File: src/rtl/imm_encode_loader.sv
// imm_encode_loader: range-checks an immediate, scatters it into the I/S/B
// field positions of a base instruction, and writes the packed word to
// instruction memory at consecutive word addresses.
module imm_encode_loader #(
    parameter  int                ADDR_W    = 32,
    parameter  logic [ADDR_W-1:0] BASE_ADDR = '0,
    parameter  int                DEPTH     = 64,
    localparam int                CNT_W     = $clog2(DEPTH + 1)
) (
    input  logic              clk,
    input  logic              rst,
    input  logic              clr,
    input  logic              in_valid,
    output logic              in_ready,
    input  logic [31:0]       base_instr,
    input  logic [31:0]       imm,
    input  logic [1:0]        ImmSrc,
    output logic              mem_we,
    output logic [ADDR_W-1:0] mem_addr,
    output logic [31:0]       mem_wdata,
    input  logic              mem_ack,
    output logic              full,
    output logic              err_range,
    output logic              err_src,
    output logic [CNT_W-1:0]  words_written
);

    localparam logic [1:0] S_IDLE  = 2'd0;
    localparam logic [1:0] S_CHECK = 2'd1;
    localparam logic [1:0] S_WRITE = 2'd2;

    localparam logic [1:0] SRC_I = 2'b00;
    localparam logic [1:0] SRC_S = 2'b01;
    localparam logic [1:0] SRC_B = 2'b10;

    logic [1:0]        r_state;
    logic [24:0]       r_base;
    logic [31:0]       r_imm;
    logic [1:0]        r_src;
    logic              r_we;
    logic [ADDR_W-1:0] r_addr;
    logic [31:0]       r_wdata;
    logic [CNT_W-1:0]  r_cnt;
    logic              r_err_range;
    logic              r_err_src;

    logic              w_full;
    logic              w_legal;
    logic [31:0]       w_packed;
    logic              w_unused_base;

    // Bits [31:25] of the base word are always overwritten by the immediate.
    assign w_unused_base = ^base_instr[31:25];

    assign w_full        = (r_cnt == CNT_W'(DEPTH));
    assign in_ready      = (r_state == S_IDLE) && !w_full;
    assign full          = w_full;
    assign mem_we        = r_we;
    assign mem_addr      = r_addr;
    assign mem_wdata     = r_wdata;
    assign err_range     = r_err_range;
    assign err_src       = r_err_src;
    assign words_written = r_cnt;

    // Range check and field scatter for the latched request.
    always_comb begin
        w_legal  = 1'b0;
        w_packed = '0;
        case (r_src)
            SRC_I: begin
                w_legal  = (&r_imm[31:11]) || !(|r_imm[31:11]);
                w_packed = {r_imm[11:0], r_base[19:0]};
            end
            SRC_S: begin
                w_legal  = (&r_imm[31:11]) || !(|r_imm[31:11]);
                w_packed = {r_imm[11:5], r_base[24:12], r_imm[4:0], r_base[6:0]};
            end
            SRC_B: begin
                w_legal  = !r_imm[0] && ((&r_imm[31:12]) || !(|r_imm[31:12]));
                w_packed = {r_imm[12], r_imm[10:5], r_base[24:12],
                            r_imm[4:1], r_imm[11], r_base[6:0]};
            end
            default: begin
                w_legal  = 1'b0;
                w_packed = '0;
            end
        endcase
    end

    // Request FSM, memory write handshake, counters and sticky error flags.
    always_ff @(posedge clk) begin
        if (rst || clr) begin
            r_state     <= S_IDLE;
            r_base      <= '0;
            r_imm       <= '0;
            r_src       <= '0;
            r_we        <= 1'b0;
            r_addr      <= BASE_ADDR;
            r_wdata     <= '0;
            r_cnt       <= '0;
            r_err_range <= 1'b0;
            r_err_src   <= 1'b0;
        end else begin
            case (r_state)
                S_IDLE: begin
                    if (in_valid && in_ready) begin
                        r_base  <= base_instr[24:0];
                        r_imm   <= imm;
                        r_src   <= ImmSrc;
                        r_state <= S_CHECK;
                    end
                end
                S_CHECK: begin
                    if (r_src == 2'b11) begin
                        r_err_src <= 1'b1;
                        r_state   <= S_IDLE;
                    end else if (!w_legal) begin
                        r_err_range <= 1'b1;
                        r_state     <= S_IDLE;
                    end else begin
                        r_wdata <= w_packed;
                        r_we    <= 1'b1;
                        r_state <= S_WRITE;
                    end
                end
                S_WRITE: begin
                    if (mem_ack) begin
                        r_we    <= 1'b0;
                        r_addr  <= r_addr + ADDR_W'(4);
                        r_cnt   <= r_cnt + CNT_W'(1);
                        r_state <= S_IDLE;
                    end
                end
                default: begin
                    r_we    <= 1'b0;
                    r_state <= S_IDLE;
                end
            endcase
        end
    end

endmodule
File: config.mk
export PLATFORM = sky130hd
export DESIGN_NAME = imm_encode_loader
export DESIGN_NICKNAME = d
export VERILOG_FILES = /design/src/rtl/imm_encode_loader.sv
export SDC_FILE = /design/constraint.sdc
export NUM_CORES = 1
export LEC_CHECK = 0
export CAP_MARGIN = 20
export CORE_ASPECT_RATIO = 1.4
export CORE_MARGIN = 10
export CORE_UTILIZATION = 52
export CTS_CLUSTER_SIZE = 12
export DETAILED_ROUTE_END_ITERATION = 7
export PLACE_DENSITY_LB_ADDON = 0.2
export SYNTH_ARGS = -nofsm -noshare
export SYNTH_HDL_FRONTEND = slang
export SYNTH_SLANG_ARGS = --single-unit
File: constraint.sdc
create_clock -name clk -period 3.54 [get_ports clk]
set_input_delay 0.885 -clock clk [delete_from_list [all_inputs] [get_ports clk]]
set_output_delay 0.885 -clock clk [all_outputs]
set_load 0.05 [all_outputs]
-- Word level (Yosys, flattened, before mapping)
Cells that the tools add are included.
- bits in registers: 135
- input port bits: 71
- output and inout bits: 76
- logic and storage cells: 60
- add/subtract/negate cells: 2
- eq/ne operators: 10
- multiplexer cells: 11
- bitwise logic cells: 3
- reduce and logical (&&, ||, !) cells: 24
- operators with widths (kind ; count):
    $pmux 32 s3 ; 1
    $add 32x3->32 const B ; 1
    $reduce_and 21->1 ; 1
    $reduce_or 21->1 ; 1
    $reduce_and 20->1 ; 1
    $reduce_or 20->1 ; 1
    $mux 2 ; 4
    $reduce_and 2->1 ; 4
    $add 7x1->7 const B ; 1
    $eq 7x7->1 const B ; 1
    $eq 2x2->1 const B ; 3
    $ne 2x2->1 const B ; 3
    $pmux 2 s3 ; 1
    $reduce_and 3->1 ; 2
    $eq 2x1->1 const B ; 2
    $logic_not 1->1 ; 4
    $logic_not 2->1 ; 2
    $reduce_and 4->1 ; 1
    $logic_and 1x1->1 ; 3
    $logic_or 1x1->1 ; 3
    $mux 1 ; 3
    $not 1->1 ; 3
    $pmux 1 s3 ; 1
    $ne 2x1->1 const B ; 1
    other kinds (2) ; 2

-- Depth between registers and ports, before layout
Gate-level depths: netlist of the first run.
- depth after elaboration: 8
- gate-level depth with buffers: 11
- mapped depth without buffers: 8

-- Worst setup path after synthesis of the first run
No wires, ideal clock.
- path type: reg-to-reg
- from: reg r_cnt[0], in the netlist words_written[0]
- to: reg r_base[10]
- setup time: 0.071 ns
- arrival time: 3.309 ns
- path slack: 0.160 ns
- stages on the path, launching flop included: 12
- path buffers: 3
- path through: dfxtp_1 -> inv_1 -> ha_1 -> or4b_1 -> nor3b_2 -> nor3_1 -> and2_4 -> buf_6 -> buf_6 -> buf_6 -> nand2_2 -> a21oi_2
- cells in the longest elaborated chain, start to end: 5
- RTL lines (what ; RTL line ; text):
    start, declared ; 43 ; logic [CNT_W-1:0] r_cnt;
    start signal, assigned ; 130 ; r_cnt <= r_cnt + CNT_W'(1);
    $eq 7x7->1 ; 55 ; assign w_full = (r_cnt == CNT_W'(DEPTH));
    net full ; 22 ; output logic full,
    $logic_not 1->1 ; 56 ; assign in_ready = (r_state == S_IDLE) && !w_full;
    $logic_and 1x1->1 ; 56 ;
    net in_ready ; 14 ; output logic in_ready,
    $logic_and 1x1->1 ; 106 ; if (in_valid && in_ready) begin
    $reduce_and 2->1 (no source line) ; - ;
    end signal, assigned ; 107 ; r_base <= base_instr[24:0];
    end, declared ; 37 ; logic [24:0] r_base;
The timed path passes the listed nets, and every way through them passes these cells.
A chain may end at the register's enable or synchronous reset.

-- Worst setup path in the final report of the first run
- from: reg r_cnt[0], in the netlist words_written[0]
- to: out full
- cells in the longest elaborated chain, start to end: 1
- RTL lines (what ; RTL line):
    $eq 7x7->1 ; 55
    end, declared ; 22
No other way between the ends.

==> impl_metrics.py, run 1 <==
metrics = {
    "final_layout": {
        "fraction_of_final_layout_cells_sized_beyond_drive_strength_1": 0.0906,
        "finish.net_count": 856,
        "finalNonFillerCells": 933,
        "antennaDiodeCount": 0,
        "ff_latch_area_mm2": 0.00266,
        "fillers": 785,
        "layout_overhead_on_the_synthesized_area_pct": 38.1,
        "multi_input_area_mm2": 0.00254,
        "utilization": 0.727,
    },
    "drt": {
        "detail_route.vias_per_cell": 5.27,
        "wirelength_um": 14200,
        "via_count": 4915,
        "initialDrtViolationCount": 189,
        "ant_nets": 0,
        "detail_route.drc_violations": 0,
        "detail_route.first_pass.iterations": 4,
        "wire_per_inst_um": 15.3,
    },
    "floorplanning": {
        "die_height_um": 141,
        "core_area_mm2": 0.0103,
        "chipWidth_um": 106,
        "placementRows": 44,
        "start_util": 0.527,
        "die_footprint_mm2": 0.0150,
        "num_io_pins": 147,
    },
    "hold_path": {
        "min_path_cells": 2,
        "min_from": "r_base[6]",
        "hp-class": "flop to flop",
    },
    "power": {
        "comb_power_share": 0.065,
        "static-leakage-power_uw": 0.00259,
        "total_switching_power_uw": 775,
        "vdd_drop_max_v": 0.000335,
        "clock_power_share": 0.507,
        "seq_power_share": 0.428,
        "net_switching_share_of_the_total_power": 0.215,
        "power.density_mw_per_mm2": 480,
        "internal_cell_power_uw": 2820,
    },
    "cts": {
        "cts_root_buf": "clkbuf_16",
        "clkSlewWorstSetupHoldPaths_ps": 60,
        "inserted_clock_buffers": 17,
        "clock_latency_ps": 410,
        "cts.repair_timing.setup_buffer_count": 0,
        "tritoncts": "done",
        "post_cts_resized": 0,
        "post_cts_hold_buffer_count": 0,
        "clock-sinks": 133,
        "h_tree_depth_reported_by_cts": 4,
        "number_of_buffers_on_the_longest_clock_path": 2,
    },
    "timing": {
        "slew_at_the_pin_with_the_worst_max_slew_slack_ps": 654,
        "finalSetupTns_ps": 0,
        "layout_min_cycle_time_ps": 3400,
        "finalSetupViolCount": 0,
        "timing_max_transition_violations_final": 0,
        "max_clock_freq_ghz": 0.294,
        "max_slew_margin": 0.564,
        "layout_worst_path_cycle_share": 0.962,
        "hold_viol_final": 0,
        "post_route_clock_skew_ps": 9.76,
        "unrepaired_setup_endpoints_after_global_routing": "false",
    },
    "critical_path": {
        "cpPeakStageDelay_ps": 840,
        "critical_path.reg2reg.startpoint": "words_written[0]",
        "crit_path_end_kind": "primary output",
        "worstSetupStartpoint": "words_written[0]",
        "worstSetupPathType": "flop to primary output",
        "path_cells": "inv_1, ha_1, or4b_1, nor3b_2, clkdlybuf4s50_1",
        "critPathLaunchType": "flop",
        "timing.critical_path.required_ps": 2650,
        "path_max_fanout": 5,
        "cp_data_arrival_time_ps": 2520,
        "critical_path.top_delay_family": "buffers and inverters",
        "critical_path_cell_count": 5,
        "worst-r2r-cell-count": 9,
        "critPathSlowestCell": "clkdlybuf4s50_1",
        "cp.buffers_inverters": 2,
    },
    "placement": {
        "placed_cells": 900,
        "number_of_port_buffers": 137,
        "finalWeightedCongestion": 0.782,
        "detailed_place_hpwl_um": 10100,
    },
    "synthesis": {
        "synth-warning-count": 0,
        "ys_async_sr_fraction": 0,
        "netlist-cell-type-count": 46,
        "seq_cells_post_synth": 133,
        "dominantRegCellSynth": "dfxtp_1",
        "synth_enable_flop_cells": 0,
        "share_of_the_yosys_chip_area_belonging_to_registers": 0.491,
        "synthCells": 663,
        "syn_area_mm2": 0.00542,
        "syn_avg_cell_area_um2": 8.18,
    },
    "grt": {
        "first_pass_grt_wire_length_um": 23200,
        "grt_overflow_total": 0,
        "antenna_found_initial": 0,
        "vias_in_the_first_global_route": 4857,
        "grt_start_max_net_pins": 106,
        "grt_usage": 0.188,
    },
    "status": {
        "outcome": "finished, final reports clean",
    },
    "job": {
        "max_cap_viols": 0,
    },
}
-- layout make-up --
class,instances,area share
clock buffers,19,0.0591
clock inverters,13,0.0242
inverters,5,0.00251
multi-input cells,479,0.340
flip-flops and latches,133,0.356
well taps,138,0.0231
repair buffers,146,0.196
-- logic make-up (layout without fill, tap and decap cells) --
kind of cell | after synthesis | count (layout) | synth area share
AOI/OAI and AO/OA | 126 | 126 | 0.133
adders and majority gates | 3 | 3 | 0.00692
other | 1 | 2 | 0.000692
muxes | 5 | 5 | 0.00923
xor gates and xnor gates | 30 | 30 | 0.0485
DFF | 133 | 133 | 0.491
buffers and inverters | 52 | 183 | 0.0445
and+or+nand+nor | 313 | 313 | 0.266
-- registers in the layout, summed over array words and instances (netlist names) --
name / flops
r_state: 2
err_range: 1
r_base: 25
mem_we: 1
mem_wdata: 32
r_imm: 32
r_src: 2
err_src: 1
mem_addr: 30
words_written: 7
-- Yosys cell counts, drive strengths merged, types with 2 or more instances --
| master | count | area, µm² |
|---|---|---|
| nor2b | 3 | 18.8 |
| nand2 | 175 | 682 |
| clkbuf | 24 | 90.1 |
| and2 | 6 | 40.0 |
| o31ai | 6 | 45.0 |
| o22ai | 4 | 25.0 |
| mux2i | 5 | 50.1 |
| or2 | 2 | 12.5 |
| nand4 | 11 | 68.8 |
| dfxtp | 133 | 2660 |
| a22oi | 4 | 30.0 |
| or3 | 7 | 43.8 |
| buf | 23 | 133 |
| o21ai | 33 | 165 |
| nor4 | 9 | 62.6 |
| ha | 3 | 37.5 |
| and3 | 5 | 31.3 |
| xnor2 | 11 | 96.3 |
| nor2 | 37 | 139 |
| inv | 5 | 18.8 |
| xor2 | 19 | 166 |
| nand3 | 47 | 235 |
| nor3 | 3 | 20.0 |
| a31oi | 3 | 18.8 |
| and4 | 3 | 26.3 |
| a21oi | 72 | 398 |
-- power groups by stage --
stage | Clock (µW) | Sequential, µW | Combinational [µW]
after detailed placement | 0 | 1570 | 232
after CTS | 1850 | 1540 | 235
after global routing | 1920 | 1540 | 257
after global placement | 0 | 1570 | 228
final | 1820 | 1540 | 235
after floorplan | 0 | 1570 | 133
-- cell usage in the layout (no fill, tap or decap), drive strengths merged, types with 4 or more instances in the layout --
master and count:
nand2 175, clkdlybuf4s50 136, dfxtp 133, a21oi 72
nand3 47, nor2 37, o21ai 33, xor2 19
clkbuf 19, nand4 11, xnor2 11, nor4 9
buf 9, or3 7, clkinv 7, o31ai 6
and2 6, inv 5, mux2i 5, and3 5
a22oi 4, o22ai 4, bufinv 4
-- per-stage QoR --
step	hold slack, ps	worst slack, ps	cell area (µm²)	total power, µW
CTS	449	89.4	7470	3620
global route	468	28.9	7490	3710
global placement	437	547	6840	1800
finish	453	135	7490	3600
floorplan	429	160	5430	1700
detailed placement	442	487	6840	1800
-- final timing paths --
kind | endpoint | slack [ps]
max | full | 140
min | mem_wdata[6] | 450
max reg2reg | r_base[0] | 1070
min reg2reg | mem_wdata[6] | 450
-- routing by layer --
layer  share of wire  track usage
met3           0.064       0.0584
met2            0.53        0.334
met5               0            0
met1            0.39        0.203
met4           0.015       0.0708
-- worst min-delay path: stages, from the launching register on --
cell and delay (ps):
dfxtp_1 310, nand2_1 50, o21ai_1 50
No activity file was read; power rests on OpenSTA's default activity.
==> run 2: changes to the inputs <==
- CORE_MARGIN: 10 -> 4
==> run 2 against run 1 <==
Compared with the run above:
- routed wire length fell by 2.9%
- largest cell class unchanged
- largest power group unchanged
- flip-flop and latch count did not move
- critical path depth did not move
- sequential power barely moved
- register-to-register slack improved by 140 ps
- critical path type unchanged
==> impl_metrics.py, run 2 (synthesized netlist as in run 1, its figures left out) <==
metrics = {
    "status": {
        "outcome": "finished, final reports clean",
    },
    "cts": {
        "h_tree_depth_reported_by_cts": 4,
        "clkSlewWorstSetupHoldPaths_ps": 60,
        "inserted_clock_buffers": 17,
        "post_cts_resized": 0,
        "post_cts_hold_buffer_count": 0,
        "cts_root_buf": "clkbuf_16",
        "clock_latency_ps": 410,
        "number_of_buffers_on_the_longest_clock_path": 2,
        "tritoncts": "done",
        "cts.repair_timing.setup_buffer_count": 0,
        "clock-sinks": 133,
    },
    "timing": {
        "finalSetupTns_ps": 0,
        "unrepaired_setup_endpoints_after_global_routing": "false",
        "timing_max_transition_violations_final": 0,
        "finalSetupViolCount": 0,
        "hold_viol_final": 0,
        "layout_min_cycle_time_ps": 3380,
        "post_route_clock_skew_ps": 5.34,
        "layout_worst_path_cycle_share": 0.954,
        "slew_at_the_pin_with_the_worst_max_slew_slack_ps": 895,
        "max_clock_freq_ghz": 0.296,
        "max_slew_margin": 0.402,
    },
    "drt": {
        "wirelength_um": 13800,
        "via_count": 4988,
        "detail_route.drc_violations": 0,
        "detail_route.vias_per_cell": 5.36,
        "ant_nets": 0,
        "wire_per_inst_um": 14.8,
        "detail_route.first_pass.iterations": 5,
        "initialDrtViolationCount": 250,
    },
    "grt": {
        "grt_overflow_total": 0,
        "grt_usage": 0.231,
        "grt_start_max_net_pins": 60,
        "vias_in_the_first_global_route": 4874,
        "antenna_found_initial": 0,
        "first_pass_grt_wire_length_um": 22300,
    },
    "placement": {
        "finalWeightedCongestion": 0.796,
        "number_of_port_buffers": 137,
        "detailed_place_hpwl_um": 9380,
    },
    "critical_path": {
        "path_max_fanout": 5,
        "timing.critical_path.required_ps": 2650,
        "cp_data_arrival_time_ps": 2490,
        "crit_path_end_kind": "primary output",
        "critPathLaunchType": "flop",
        "worstSetupPathType": "flop to primary output",
    },
    "job": {
        "max_cap_viols": 0,
    },
    "floorplanning": {
        "start_util": 0.539,
        "num_io_pins": 147,
        "chipWidth_um": 94.3,
        "die_footprint_mm2": 0.0121,
        "placementRows": 43,
        "core_area_mm2": 0.0101,
        "die_height_um": 129,
    },
    "final_layout": {
        "layout_commonest_cell": "nand2_1",
        "utilization": 0.744,
        "fraction_of_final_layout_cells_sized_beyond_drive_strength_1": 0.0892,
        "antennaDiodeCount": 0,
        "finish.net_count": 857,
        "mostFrequentLayoutCells": "nand2_1 (164), clkdlybuf4s50_1 (136), dfxtp_1 (133)",
        "layout_overhead_on_the_synthesized_area_pct": 38.1,
    },
    "power": {
        "seq_power_share": 0.426,
        "comb_power_share": 0.064,
        "total_switching_power_uw": 756,
        "internal_cell_power_uw": 2860,
        "static-leakage-power_uw": 0.00260,
        "power.density_mw_per_mm2": 483,
        "vdd_drop_max_v": 0.000299,
        "clock_power_share": 0.510,
        "net_switching_share_of_the_total_power": 0.209,
        "power_uw": 3610,
    },
    "hold_path": {
        "hp-class": "flop to flop",
    },
}
## run 2: per-layer routing
layer  track usage  routed length [µm]  vias up
li1              -                   -     2477
met1         0.273                5450     2311
met2         0.398                7100      166
met3        0.0497                 864       34
met4         0.102                 401        0
met5             0                   0        -
## run 2: power by group through the flow
stage,logic [µW],clock network (µW),registers (µW)
6_report,233,1840,1540
5_1_grt,255,1940,1540
4_1_cts,232,1870,1540
3_5_place_dp,230,0,1570
3_3_place_gp,226,0,1570
2_1_floorplan,133,0,1570
## run 2: worst paths after layout
kind | from | endpoint | slack [ps] | depth (start not counted)
worst min-delay path | r_imm[10] | r_imm[10] | 450 | 2
worst max register to register | words_written[0] | r_imm[30] | 1210 | 8
worst max-delay path | words_written[0] | full | 160 | 5
worst min register to register | r_imm[10] | r_imm[10] | 450 | 2
## run 2: final cells by class
class | count | area (µm²)
sequential | 133 | 2660
fill | 769 | 2570
multi-input combinational | 479 | 2550
timing repair buffer | 147 | 1460
clock buffer | 23 | 478
tap | 135 | 169
clock inverter | 9 | 149
inverter | 5 | 18.8
## run 2: critical path, stage by stage, from the launching register on
cell	delay, ps
dfxtp_1	340
inv_1	90
ha_1	140
or4b_1	460
nor3b_2	210
clkdlybuf4s50_1	830
## run 2: stage by stage
stage	std cells	hold WS [ps]	area (µm²)	setup WS [ps]
4_1_cts	930	456	7460	78.6
3_3_place_gp	898	434	6840	593
2_1_floorplan	664	429	5430	160
6_report	931	454	7490	163
5_1_grt	931	476	7490	15.1
3_5_place_dp	898	444	6840	549
==> run 3: changes to the inputs <==
- CORE_MARGIN: 4 -> default
- MAX_ROUTING_LAYER: default -> met4
==> run 3 against run 2 <==
Compared with the run above:
- global-route usage rose by 3.9 points
- register-to-register slack lost 110 ps
- core utilization down 0.050 points
- maximum frequency shrank 0.80%
- total power down 5.1%
- critical path depth increased by 1
- hold slack got worse by 4.2 ps
- first-iteration DRC count up 17%
- flip-flop and latch count unchanged
- via count grew 0.66%
- largest power group unchanged
==> impl_metrics.py, run 3 (synthesized netlist as in run 1, its figures left out) <==
metrics = {
    "drt": {
        "detail_route.vias_per_cell": 5.39,
        "via_count": 5021,
        "ant_nets": 0,
        "initialDrtViolationCount": 292,
        "detail_route.drc_violations": 0,
        "wire_per_inst_um": 14.4,
        "wirelength_um": 13400,
        "detail_route.first_pass.iterations": 4,
    },
    "floorplanning": {
        "placementRows": 43,
        "die_footprint_mm2": 0.0108,
        "die_height_um": 123,
        "chipWidth_um": 88.3,
        "core_area_mm2": 0.0100,
        "start_util": 0.542,
        "num_io_pins": 147,
    },
    "cts": {
        "clkSlewWorstSetupHoldPaths_ps": 60,
        "clock-sinks": 133,
        "clock_latency_ps": 410,
        "post_cts_hold_buffer_count": 0,
        "h_tree_depth_reported_by_cts": 4,
        "inserted_clock_buffers": 17,
        "cts.repair_timing.setup_buffer_count": 0,
        "number_of_buffers_on_the_longest_clock_path": 2,
        "tritoncts": "done",
        "post_cts_resized": 0,
        "cts_root_buf": "clkbuf_16",
    },
    "final_layout": {
        "layout_commonest_cell": "nand2_1",
        "utilization": 0.744,
        "mostFrequentLayoutCells": "nand2_1 (164), clkdlybuf4s50_1 (137), dfxtp_1 (133)",
        "fraction_of_final_layout_cells_sized_beyond_drive_strength_1": 0.0917,
        "antennaDiodeCount": 0,
        "layout_overhead_on_the_synthesized_area_pct": 37.3,
        "final_area_mm2": 0.00744,
        "finish.net_count": 857,
        "fillers": 788,
    },
    "power": {
        "vdd_drop_max_v": 0.000334,
        "clock_power_share": 0.483,
        "static-leakage-power_uw": 0.00256,
        "power.density_mw_per_mm2": 461,
        "internal_cell_power_uw": 2650,
        "total_switching_power_uw": 782,
        "net_switching_share_of_the_total_power": 0.228,
        "seq_power_share": 0.449,
        "comb_power_share": 0.069,
    },
    "timing": {
        "timing_max_transition_violations_final": 0,
        "hold_viol_final": 0,
        "unrepaired_setup_endpoints_after_global_routing": "false",
        "max_slew_margin": 0.542,
        "layout_worst_path_cycle_share": 0.962,
        "layout_min_cycle_time_ps": 3400,
        "holdWs_ps": 450,
        "finalSetupTns_ps": 0,
        "max_clock_freq_ghz": 0.294,
        "post_route_clock_skew_ps": 8.79,
        "slew_at_the_pin_with_the_worst_max_slew_slack_ps": 686,
        "finalSetupViolCount": 0,
    },
    "critical_path": {
        "cpPeakStageDelay_ps": 880,
        "critical_path.reg2reg.endpoint": "r_imm[13]",
        "worst-r2r-cell-count": 9,
        "crit_path_end_kind": "primary output",
        "critical_path.top_delay_family": "buffers and inverters",
        "cp.buffers_inverters": 2,
        "critPathSlowestCell": "clkdlybuf4s50_1",
        "critPathLaunchType": "flop",
        "path_cells": "inv_1, ha_1, or4b_1, nor3b_2, nor3_1, clkdlybuf4s50_1",
        "cp_data_arrival_time_ps": 2520,
        "critical_path.reg2reg.startpoint": "words_written[0]",
        "worstSetupPathType": "flop to primary output",
        "timing.critical_path.required_ps": 2650,
        "worst-r2r-setup-slack_ps": 1100,
        "path_max_fanout": 5,
    },
    "status": {
        "outcome": "finished, final reports clean",
    },
    "grt": {
        "vias_in_the_first_global_route": 4849,
        "antenna_found_initial": 0,
        "grt_overflow_total": 0,
        "grt_start_max_net_pins": 106,
        "first_pass_grt_wire_length_um": 22000,
        "grt_usage": 0.270,
    },
    "placement": {
        "placedInstanceArea_mm2": 0.00685,
        "detailed_place_hpwl_um": 8860,
        "finalWeightedCongestion": 0.822,
        "number_of_port_buffers": 137,
    },
    "hold_path": {
        "holdPathEnd": "mem_wdata[0]",
        "hp-class": "flop to flop",
        "min_path_cells": 2,
        "min_from": "r_base[0]",
    },
    "job": {
        "max_cap_viols": 0,
    },
}
[run 3: cell types whose count changed in the layout (fill, tap and decap cells not counted)]
| cell | previous run | this run |
|---|---|---|
| clkbuf_1 | 3 | 1 |
| clkinv_4 | 1 | 2 |
| inv_6 | 0 | 1 |
| clkdlybuf4s50_1 | 136 | 137 |
| clkinv_2 | 4 | 3 |
| buf_12 | 1 | 2 |
| buf_4 | 9 | 8 |
| dlymetal6s2s_1 | 1 | 0 |
| clkinvlp_4 | 0 | 4 |
| bufinv_16 | 4 | 1 |
[run 3: power by group through the flow]
stage               sequential [µW]  clock, µW  combinational (µW)
floorplan                      1570          0                 133
CTS                            1540       1680                 235
global route                   1540       1750                 257
detailed placement             1570          0                 234
finish                         1540       1660                 235
global placement               1570          0                 229
[run 3: layout make-up]
cell class	instances	area, µm²	share of cell area
Timing Repair Buffer	147	1470	0.198
Multi-Input combinational cell	479	2550	0.342
Inverter	5	18.8	0.00252
Sequential cell	133	2660	0.358
Clock inverter	11	101	0.0136
Clock buffer	21	470	0.0632
Tap cell	135	169	0.0227
[run 3: metal layers]
layer | vias to the layer above | wire length, µm | GRT usage | share of wire
met4 | 0 | 272 | 0.0988 | 0.020
met1 | 2369 | 5390 | 0.304 | 0.40
met5 | - | 0 | - | 0
met2 | 152 | 7090 | 0.459 | 0.53
li1 | 2476 | - | - | -
met3 | 24 | 655 | 0.0659 | 0.049
[run 3: tightest hold or removal path: cells and delay by family, from the launching register on]
kind	cells	cell delay [ps]
DFF	1	300
AOI/OAI and AO/OA	1	60
and+or+nand+nor	1	50
[run 3: worst max path at each step]
stage                     cells past startpoint        startpoint  slack [ps]         end
after global placement                        5  words_written[0]         610        full
after CTS                                     6  words_written[0]         120    in_ready
final                                         6  words_written[0]         140    in_ready
after floorplan                              11  words_written[0]         160  r_base[10]
after detailed placement                      6  words_written[0]         560    in_ready
after global routing                          6  words_written[0]          10    in_ready
[run 3: through the flow]
step | cells | worst slack, ps | power (µW)
after CTS | 930 | 121 | 3450
final | 931 | 135 | 3430
after detailed placement | 898 | 561 | 1800
after floorplan | 664 | 160 | 1700
after global placement | 898 | 613 | 1800
after global routing | 931 | 11.6 | 3550
